<file path="src/rtl/conv1_sched.sv">
// Conv1 layer sequencer: loads four biases, then streams 32-tap stride-8 windows over
// every input sequence, handing each window to Conv1 and waiting for its conv_end.
module conv1_sched #(
    parameter int unsigned KERNEL      = 32,
    parameter int unsigned STRIDE      = 8,
    parameter int unsigned WIN_PER_SEQ = 61,
    parameter int unsigned SEQ_NUM     = 42,
    parameter int unsigned DRAIN_MAX   = 64
) (
    input  logic       clk,
    input  logic       rst,
    input  logic       start,
    input  logic       seq_ready,
    input  logic       conv_end,
    output logic       b_rd,
    output logic [1:0] b_addr,
    output logic       c1_b_en,
    output logic       w_rd,
    output logic [4:0] w_addr,
    output logic       c1_w_en,
    output logic       d_rd,
    output logic [8:0] d_addr,
    output logic       valid,
    output logic [5:0] win_idx,
    output logic [5:0] seq_idx,
    output logic       seq_done,
    output logic       layer_done,
    output logic       busy,
    output logic       err
);

    typedef enum logic [2:0] {StIdle, StBias, StWaitSeq, StStream, StDrain, StNext} state_e;

    localparam logic [6:0] BiasLast  = 7'd3;
    localparam logic [6:0] TapLast   = 7'(KERNEL - 1);
    localparam logic [6:0] DrainLast = 7'(DRAIN_MAX - 1);
    localparam logic [5:0] WinLast   = 6'(WIN_PER_SEQ - 1);
    localparam logic [5:0] SeqLast   = 6'(SEQ_NUM - 1);

    state_e     state_q, state_d;
    logic [6:0] cnt_q, cnt_d;
    logic [5:0] win_q, win_d;
    logic [5:0] seq_q, seq_d;
    logic       err_q, err_d;
    logic       seq_done_q, seq_done_d;
    logic       layer_done_q, layer_done_d;
    logic       c1_b_en_q, c1_w_en_q, valid_q;
    logic [8:0] win_ext;

    always_ff @(posedge clk or posedge rst) begin
        if (rst) begin
            state_q      <= StIdle;
            cnt_q        <= '0;
            win_q        <= '0;
            seq_q        <= '0;
            err_q        <= 1'b0;
            seq_done_q   <= 1'b0;
            layer_done_q <= 1'b0;
            c1_b_en_q    <= 1'b0;
            c1_w_en_q    <= 1'b0;
            valid_q      <= 1'b0;
        end else begin
            state_q      <= state_d;
            cnt_q        <= cnt_d;
            win_q        <= win_d;
            seq_q        <= seq_d;
            err_q        <= err_d;
            seq_done_q   <= seq_done_d;
            layer_done_q <= layer_done_d;
            c1_b_en_q    <= b_rd;
            c1_w_en_q    <= w_rd;
            valid_q      <= d_rd;
        end
    end

    always_comb begin
        state_d      = state_q;
        cnt_d        = cnt_q;
        win_d        = win_q;
        seq_d        = seq_q;
        err_d        = err_q;
        seq_done_d   = 1'b0;
        layer_done_d = 1'b0;

        // A window-complete pulse is only meaningful while draining.
        if (conv_end && state_q != StDrain) begin
            err_d = 1'b1;
        end

        unique case (state_q)
            StIdle: begin
                if (start) begin
                    state_d = StBias;
                    cnt_d   = '0;
                    win_d   = '0;
                    seq_d   = '0;
                    err_d   = conv_end;
                end
            end
            StBias: begin
                cnt_d = cnt_q + 7'd1;
                if (cnt_q == BiasLast) begin
                    state_d = StWaitSeq;
                    cnt_d   = '0;
                end
            end
            StWaitSeq: begin
                if (seq_ready) begin
                    state_d = StStream;
                    cnt_d   = '0;
                end
            end
            StStream: begin
                cnt_d = cnt_q + 7'd1;
                if (cnt_q == TapLast) begin
                    state_d = StDrain;
                    cnt_d   = '0;
                end
            end
            StDrain: begin
                // conv_end wins over a timeout landing in the same cycle.
                cnt_d = cnt_q + 7'd1;
                if (conv_end) begin
                    state_d = StNext;
                    cnt_d   = '0;
                end else if (cnt_q == DrainLast) begin
                    state_d = StNext;
                    cnt_d   = '0;
                    err_d   = 1'b1;
                end
            end
            StNext: begin
                cnt_d = '0;
                if (win_q < WinLast) begin
                    win_d   = win_q + 6'd1;
                    state_d = StStream;
                end else begin
                    win_d      = '0;
                    seq_done_d = 1'b1;
                    if (seq_q < SeqLast) begin
                        seq_d   = seq_q + 6'd1;
                        state_d = StWaitSeq;
                    end else begin
                        seq_d        = '0;
                        layer_done_d = 1'b1;
                        state_d      = StIdle;
                    end
                end
            end
            default: state_d = StIdle;
        endcase
    end

    assign win_ext = {3'b000, win_q};

    assign b_rd       = (state_q == StBias);
    assign b_addr     = b_rd ? cnt_q[1:0] : 2'd0;
    assign w_rd       = (state_q == StStream);
    assign d_rd       = (state_q == StStream);
    assign w_addr     = w_rd ? cnt_q[4:0] : 5'd0;
    assign d_addr     = d_rd ? (win_ext * 9'(STRIDE) + {4'b0000, cnt_q[4:0]}) : 9'd0;
    assign c1_b_en    = c1_b_en_q;
    assign c1_w_en    = c1_w_en_q;
    assign valid      = valid_q;
    assign win_idx    = win_q;
    assign seq_idx    = seq_q;
    assign seq_done   = seq_done_q;
    assign layer_done = layer_done_q;
    assign busy       = (state_q != StIdle);
    assign err        = err_q;

endmodule

</file>
<file path="config.mk">
export PLATFORM = sky130hd
export DESIGN_NAME = conv1_sched
export DESIGN_NICKNAME = d
export VERILOG_FILES = /design/src/rtl/conv1_sched.sv
export SDC_FILE = /design/constraint.sdc
export NUM_CORES = 1
export LEC_CHECK = 0
export CORE_MARGIN = 2
export CORE_UTILIZATION = 46
export CTS_BUF_LIST = sky130_fd_sc_hd__clkbuf_8
export DETAILED_ROUTE_END_ITERATION = 8
export PLACE_DENSITY = 0.87
export SYNTH_ARGS = -nofsm -noshare
export SYNTH_HDL_FRONTEND = slang
export SYNTH_SLANG_ARGS = --single-unit
export TNS_END_PERCENT = 50
</file>
<file path="constraint.sdc">
create_clock -name clk -period 2.1 [get_ports clk]
set_clock_uncertainty 0.2 [all_clocks]
set_input_delay 0.42 -clock clk [delete_from_list [all_inputs] [get_ports clk]]
set_output_delay 0.42 -clock clk [all_outputs]
set_load 0.02 [all_outputs]
</file>
Yosys cells after proc, flatten, opt, wreduce, memory -nomap -nowiden
Cells that the tools add are included.
{"block": "word_totals", "mem_bits_rw": 0, "elab_cells": 74, "mem_bits_ro": 0, "mem_count": 0, "regBits": 27, "latch_bits": 0}
{"block": "classes", "n_bitwise": 0, "magnitude_cmp": 2, "n_mux": 35, "n_div": 0, "n_mul": 0, "eq_ne": 15, "n_reduce_logical": 9, "add_sub_neg": 4, "n_shift": 0}
{"op": "7-bit 2-to-1 mux", "n": 6}
{"op": "7-bit one-hot mux with 6 select lines", "n": 1}
{"op": "6-bit 2-to-1 mux", "n": 4}
{"op": "6-bit one-hot mux with 2 select lines", "n": 2}
{"op": "3-bit 2-to-1 mux", "n": 6}
{"op": "3-bit one-hot mux with 6 select lines", "n": 1}
{"op": "6-bit by 1-bit adder with 6-bit output, second input constant", "n": 2}
{"op": "6-bit less-than comparator, second input constant", "n": 2}
{"op": "9-bit by 5-bit adder with 9-bit output", "n": 1}
{"op": "1-bit 2-to-1 mux", "n": 9}
{"op": "9-bit 2-to-1 mux", "n": 1}
{"op": "7-bit by 1-bit adder with 7-bit output, second input constant", "n": 1}
{"op": "7-bit by 2-bit == test with 1-bit output, second input constant", "n": 1}
{"op": "7-bit by 5-bit == test with 1-bit output, second input constant", "n": 1}
{"op": "7-bit by 6-bit == test with 1-bit output, second input constant", "n": 1}
{"op": "3-bit by 2-bit == test with 1-bit output, second input constant", "n": 2}
{"op": "3-bit == test, second input constant", "n": 2}
{"op": "2-bit 2-to-1 mux", "n": 3}
{"op": "2-bit inequality test, second input constant", "n": 3}
{"op": "3-bit inequality test, second input constant", "n": 2}
{"op": "3-bit AND reduction", "n": 2}
{"op": "6-bit nonzero test", "n": 1}
{"op": "5-bit 2-to-1 mux", "n": 1}
{"op": "5-bit AND reduction", "n": 1}
{"op": "other kinds (8)", "n": 9}

Logic depth before layout (Yosys ltp)
{"block": "logic_depth", "depth_word": 6, "ltp_mapped": 7}

Worst setup path after synthesis
OpenSTA, ideal clock, no wires.
{"block": "synth_path", "kind": "register -> output", "from": "register win_q[0] (netlist: win_idx[0])", "to": "output d_addr[7]", "setup_slack_ps": -404, "path_buffers": 0, "required_ps": 1480, "path_stages_with_launch": 6, "arrival_time_ps": 1884, "cell_sequence": "dfrtp_1 ha_1 inv_1 fa_1 or3_1 a21oi_1"}
{"block": "synth_between", "elab_chain_len": 2}
{"item": "start, declared", "line": "42", "rtl": "logic [5:0] win_q, win_d;"}
{"item": "start signal, assigned", "line": "65", "rtl": "win_q <= win_d;"}
{"item": "9-bit by 5-bit adder with 9-bit output", "line": "161", "rtl": "assign d_addr = d_rd ? (win_ext * 9'(STRIDE) + {4'b0000, cnt_q[4:0]}) : 9'd0;"}
{"item": "9-bit 2-to-1 mux", "line": "161"}
{"item": "end, declared", "line": "22", "rtl": "output logic [8:0] d_addr,"}
Every way passes these cells.

Worst setup path in the final report
{"block": "layout_path", "from": "register cnt_q[3]", "to": "output d_addr[7]"}
{"block": "layout_between", "elab_chain_len": 2}
{"item": "start, declared", "line": "41", "rtl": "logic [6:0] cnt_q, cnt_d;"}
{"item": "start signal, assigned", "line": "64", "rtl": "cnt_q <= cnt_d;"}
{"item": "9-bit by 5-bit adder with 9-bit output", "line": "161"}
{"item": "9-bit 2-to-1 mux", "line": "161"}
Every way passes these cells.

==> summary.txt <==
Outcome
  – Status: finished, violations left
  – Failing checks: setup timing

Place
  – Post-DP HPWL: 3270 µm
  – Port bufs: 42
  – GPL Wtd Cong: 0.860

Setup path
  – Crit Path Category: flop to output pin
  – Worst setup SP type: flop
  – CP endpoint kind: output pin
  – RR Startpoint: state_q[0]
  – Reg2reg setup slack: 0.09 ns
  – R2r worst-path depth: 7
  – Maximum fanout along the worst path: 2
  – RR Endpoint: seq_idx[1]
  – Data arrival time of the worst path: 1.79 ns
  – Worst EP required: 1.48 ns

Pwr
  – Pleak: 1.17 nW
  – PwrDens: 931 nW/µm²
  – Worst VDD drop: 0.000484 V

Route
  – DR WL/cell: 14.1 µm
  – Via density: 5.41
  – Via total after detailed routing: 1,693
  – Routed WL: 4420 µm
  – Post-route DRC: 0
  – Final ANT Viol Nets: 0
  – Initial DRC Count: 52
  – TritonRoute pass-1 iters: 4

Global route
  – Number of global-route vias before repair: 1,625
  – Total grt overflow: 0
  – First-pass GRT wire length: 7220 µm
  – Initial antenna violation count: 0
  – Largest net degree at the start of global routing: 28
  – Total global-route track usage: 21.2%

Cells and area
  – Fin nets: 278
  – Reg area: 681 µm²
  – Layout cell share with drive strength beyond 1: 35.8%
  – Layout area overhead: 42.2%
  – # fillers: 302
  – Diode count: 0
  – Multi-input combinational cell area: 1070 µm²

Timing
  – FMAX: 0.414 GHz
  – Final worst slack: -0.314 ns
  – Final Hold Slack: 0.294 ns
  – Final worst path period share: 115%
  – Final Hold Vio Count: 0
  – Min cycle time layout: 2.41 ns
  – Worst Tran Pin Value: 0.356 ns
  – RSZ-0062 raised after global routing: true
  – Total negative setup slack: -1.04 ns
  – Slew HR: 76.3%
  – Endpoints failing setup: 5
  – Final Max Tran Viols: 0

Clocking
  – CTS buffer count: 3
  – Clk sink count: 27
  – Clock root cell: clkbuf_8
  – Clock transition at path regs: 0.09 ns
  – Worst-case clock buffer depth: 2
  – Skew-Pair Late Insertion Delay: 0.28 ns
  – CTS tree: built
  – H-tree depth: 1

Logic synthesis
  – EDFF count, synth: 0
  – Cell Area, Synth: 1790 µm²
  – Syn_nets: 204
  – Synth top area share: 37.8%
  – Synth warn: 0
  – Cells after synthesis: 192
  – Unique masters post-synth: 52
  – Register area share after synthesis: 37.8%
  – Synth area leader: dfrtp_1
  – Flop and latch count out of synthesis: 27
  – Synth Flop Type: dfrtp_1
  – Synth async-reset ratio: 100%
  – Post-synth top cells: dfrtp_1, nand2_1, nor2_1
  – Most common cell in the netlist: dfrtp_1
  – Top cells by area, synth: dfrtp_1, buf_4, ha_1
  – Avg Inst Size Synth: 9.32 µm²

Floorplanning
  – Die Span X: 66.4 µm
  – Total I/O pin count: 43
  – Cell Rows: 22
  – Die area: 4400 µm²
  – Die Y: 66.4 µm
  – Area of the core: 3690 µm²
  – Starting density of the core: 48.5%

Worst hold path
  – Class of the worst hold path: primary input to async pin

Run
  – Maxcap violations: 0
critical path: stages (launching register included):
cell and delay (ns):
dfrtp_2 0.40, ha_4 0.14, inv_2 0.03, fa_2 0.34, or3_4 0.35, a21oi_4 0.13, buf_6 0.13
cell families after synthesis:
kind of cell	after synthesis	share of synthesized area, %
xor gates and xnor gates	6	2.94
buffers and inverters	21	6.57
AOI/OAI and AO/OA	51	21.0
adders and majority gates	7	5.31
DFF	27	37.8
and+or+nand+nor	79	25.9
muxes	1	0.559
timing repair:
item                                   CTS  global route
hold buffers                             0             0
gates resized for setup                 66            20
endpoints found under the hold margin    0             0
setup endpoints to repair               20            22
setup buffers                            1             2
pin swaps                                9             9
where the power goes:
part           internal [W]  switching, W  total, W
Combinational      0.000608      0.000765   0.00137
Sequential         0.000612     0.0000857  0.000697
Clock              0.000133      0.000165  0.000298
Total               0.00135       0.00102   0.00237
flip-flops by register name, summed over array words and instances, names as in the netlist:
register	count
seq_idx	6
err	1
seq_done	1
win_idx	6
c1_b_en	1
cnt_q	7
layer_done	1
state_q	3
valid	1
metal layers:
layer	vias up	wire (µm)	GRT usage, %
met5	-	0	0
met4	0	50	6.89
met3	5	201	2.56
met2	44	2200	36.5
met1	816	1980	27.4
li1	828	-	-
cells in the final DEF, fill, tap and decap left out, types with 6 or more instances in the layout:
cell type | netlist | layout
o21ai_0 | 8 | 7
and3_1 | 7 | 7
nand3_1 | 6 | 6
o21ai_1 | 11 | 11
buf_4 | 10 | 40
clkbuf_2 | 0 | 8
a21oi_1 | 8 | 7
nand2_1 | 15 | 15
clkdlybuf4s50_1 | 0 | 20
dfrtp_1 | 27 | 23
inv_1 | 9 | 8
nor2_1 | 15 | 13
how the worst max path moves through the flow:
stage               startpoint   endpoint  slack [ns]
floorplan           win_idx[0]  d_addr[7]        -0.1
global placement      cnt_q[3]  d_addr[7]       -0.48
detailed placement    cnt_q[3]  d_addr[7]       -0.51
CTS                   cnt_q[3]  d_addr[7]       -0.36
global route          cnt_q[3]  d_addr[7]       -0.38
finish                cnt_q[3]  d_addr[7]       -0.31
per-stage QoR:
stage | cells | instance area, µm² | total power [W] | worst slack, ns | utilization (%)
global placement | 306 | 2490 | 0.00206 | -0.484 | 67.4
global route | 313 | 2540 | 0.00253 | -0.384 | 69.0
finish | 313 | 2540 | 0.00237 | -0.314 | 69.0
floorplan | 192 | 1820 | 0.00153 | -0.0953 | -
detailed placement | 306 | 2490 | 0.00210 | -0.507 | 67.4
CTS | 311 | 2550 | 0.00236 | -0.355 | 69.1
final cells by class:
cell class,count,share of cell area (%)
multi-input combinational,144,42.0
sequential,27,26.7
timing repair buffer,80,25.6
tap,48,2.36
clock buffer,3,1.62
inverter,10,1.47
clock inverter,1,0.197
Power figures use the tool's default switching activity.
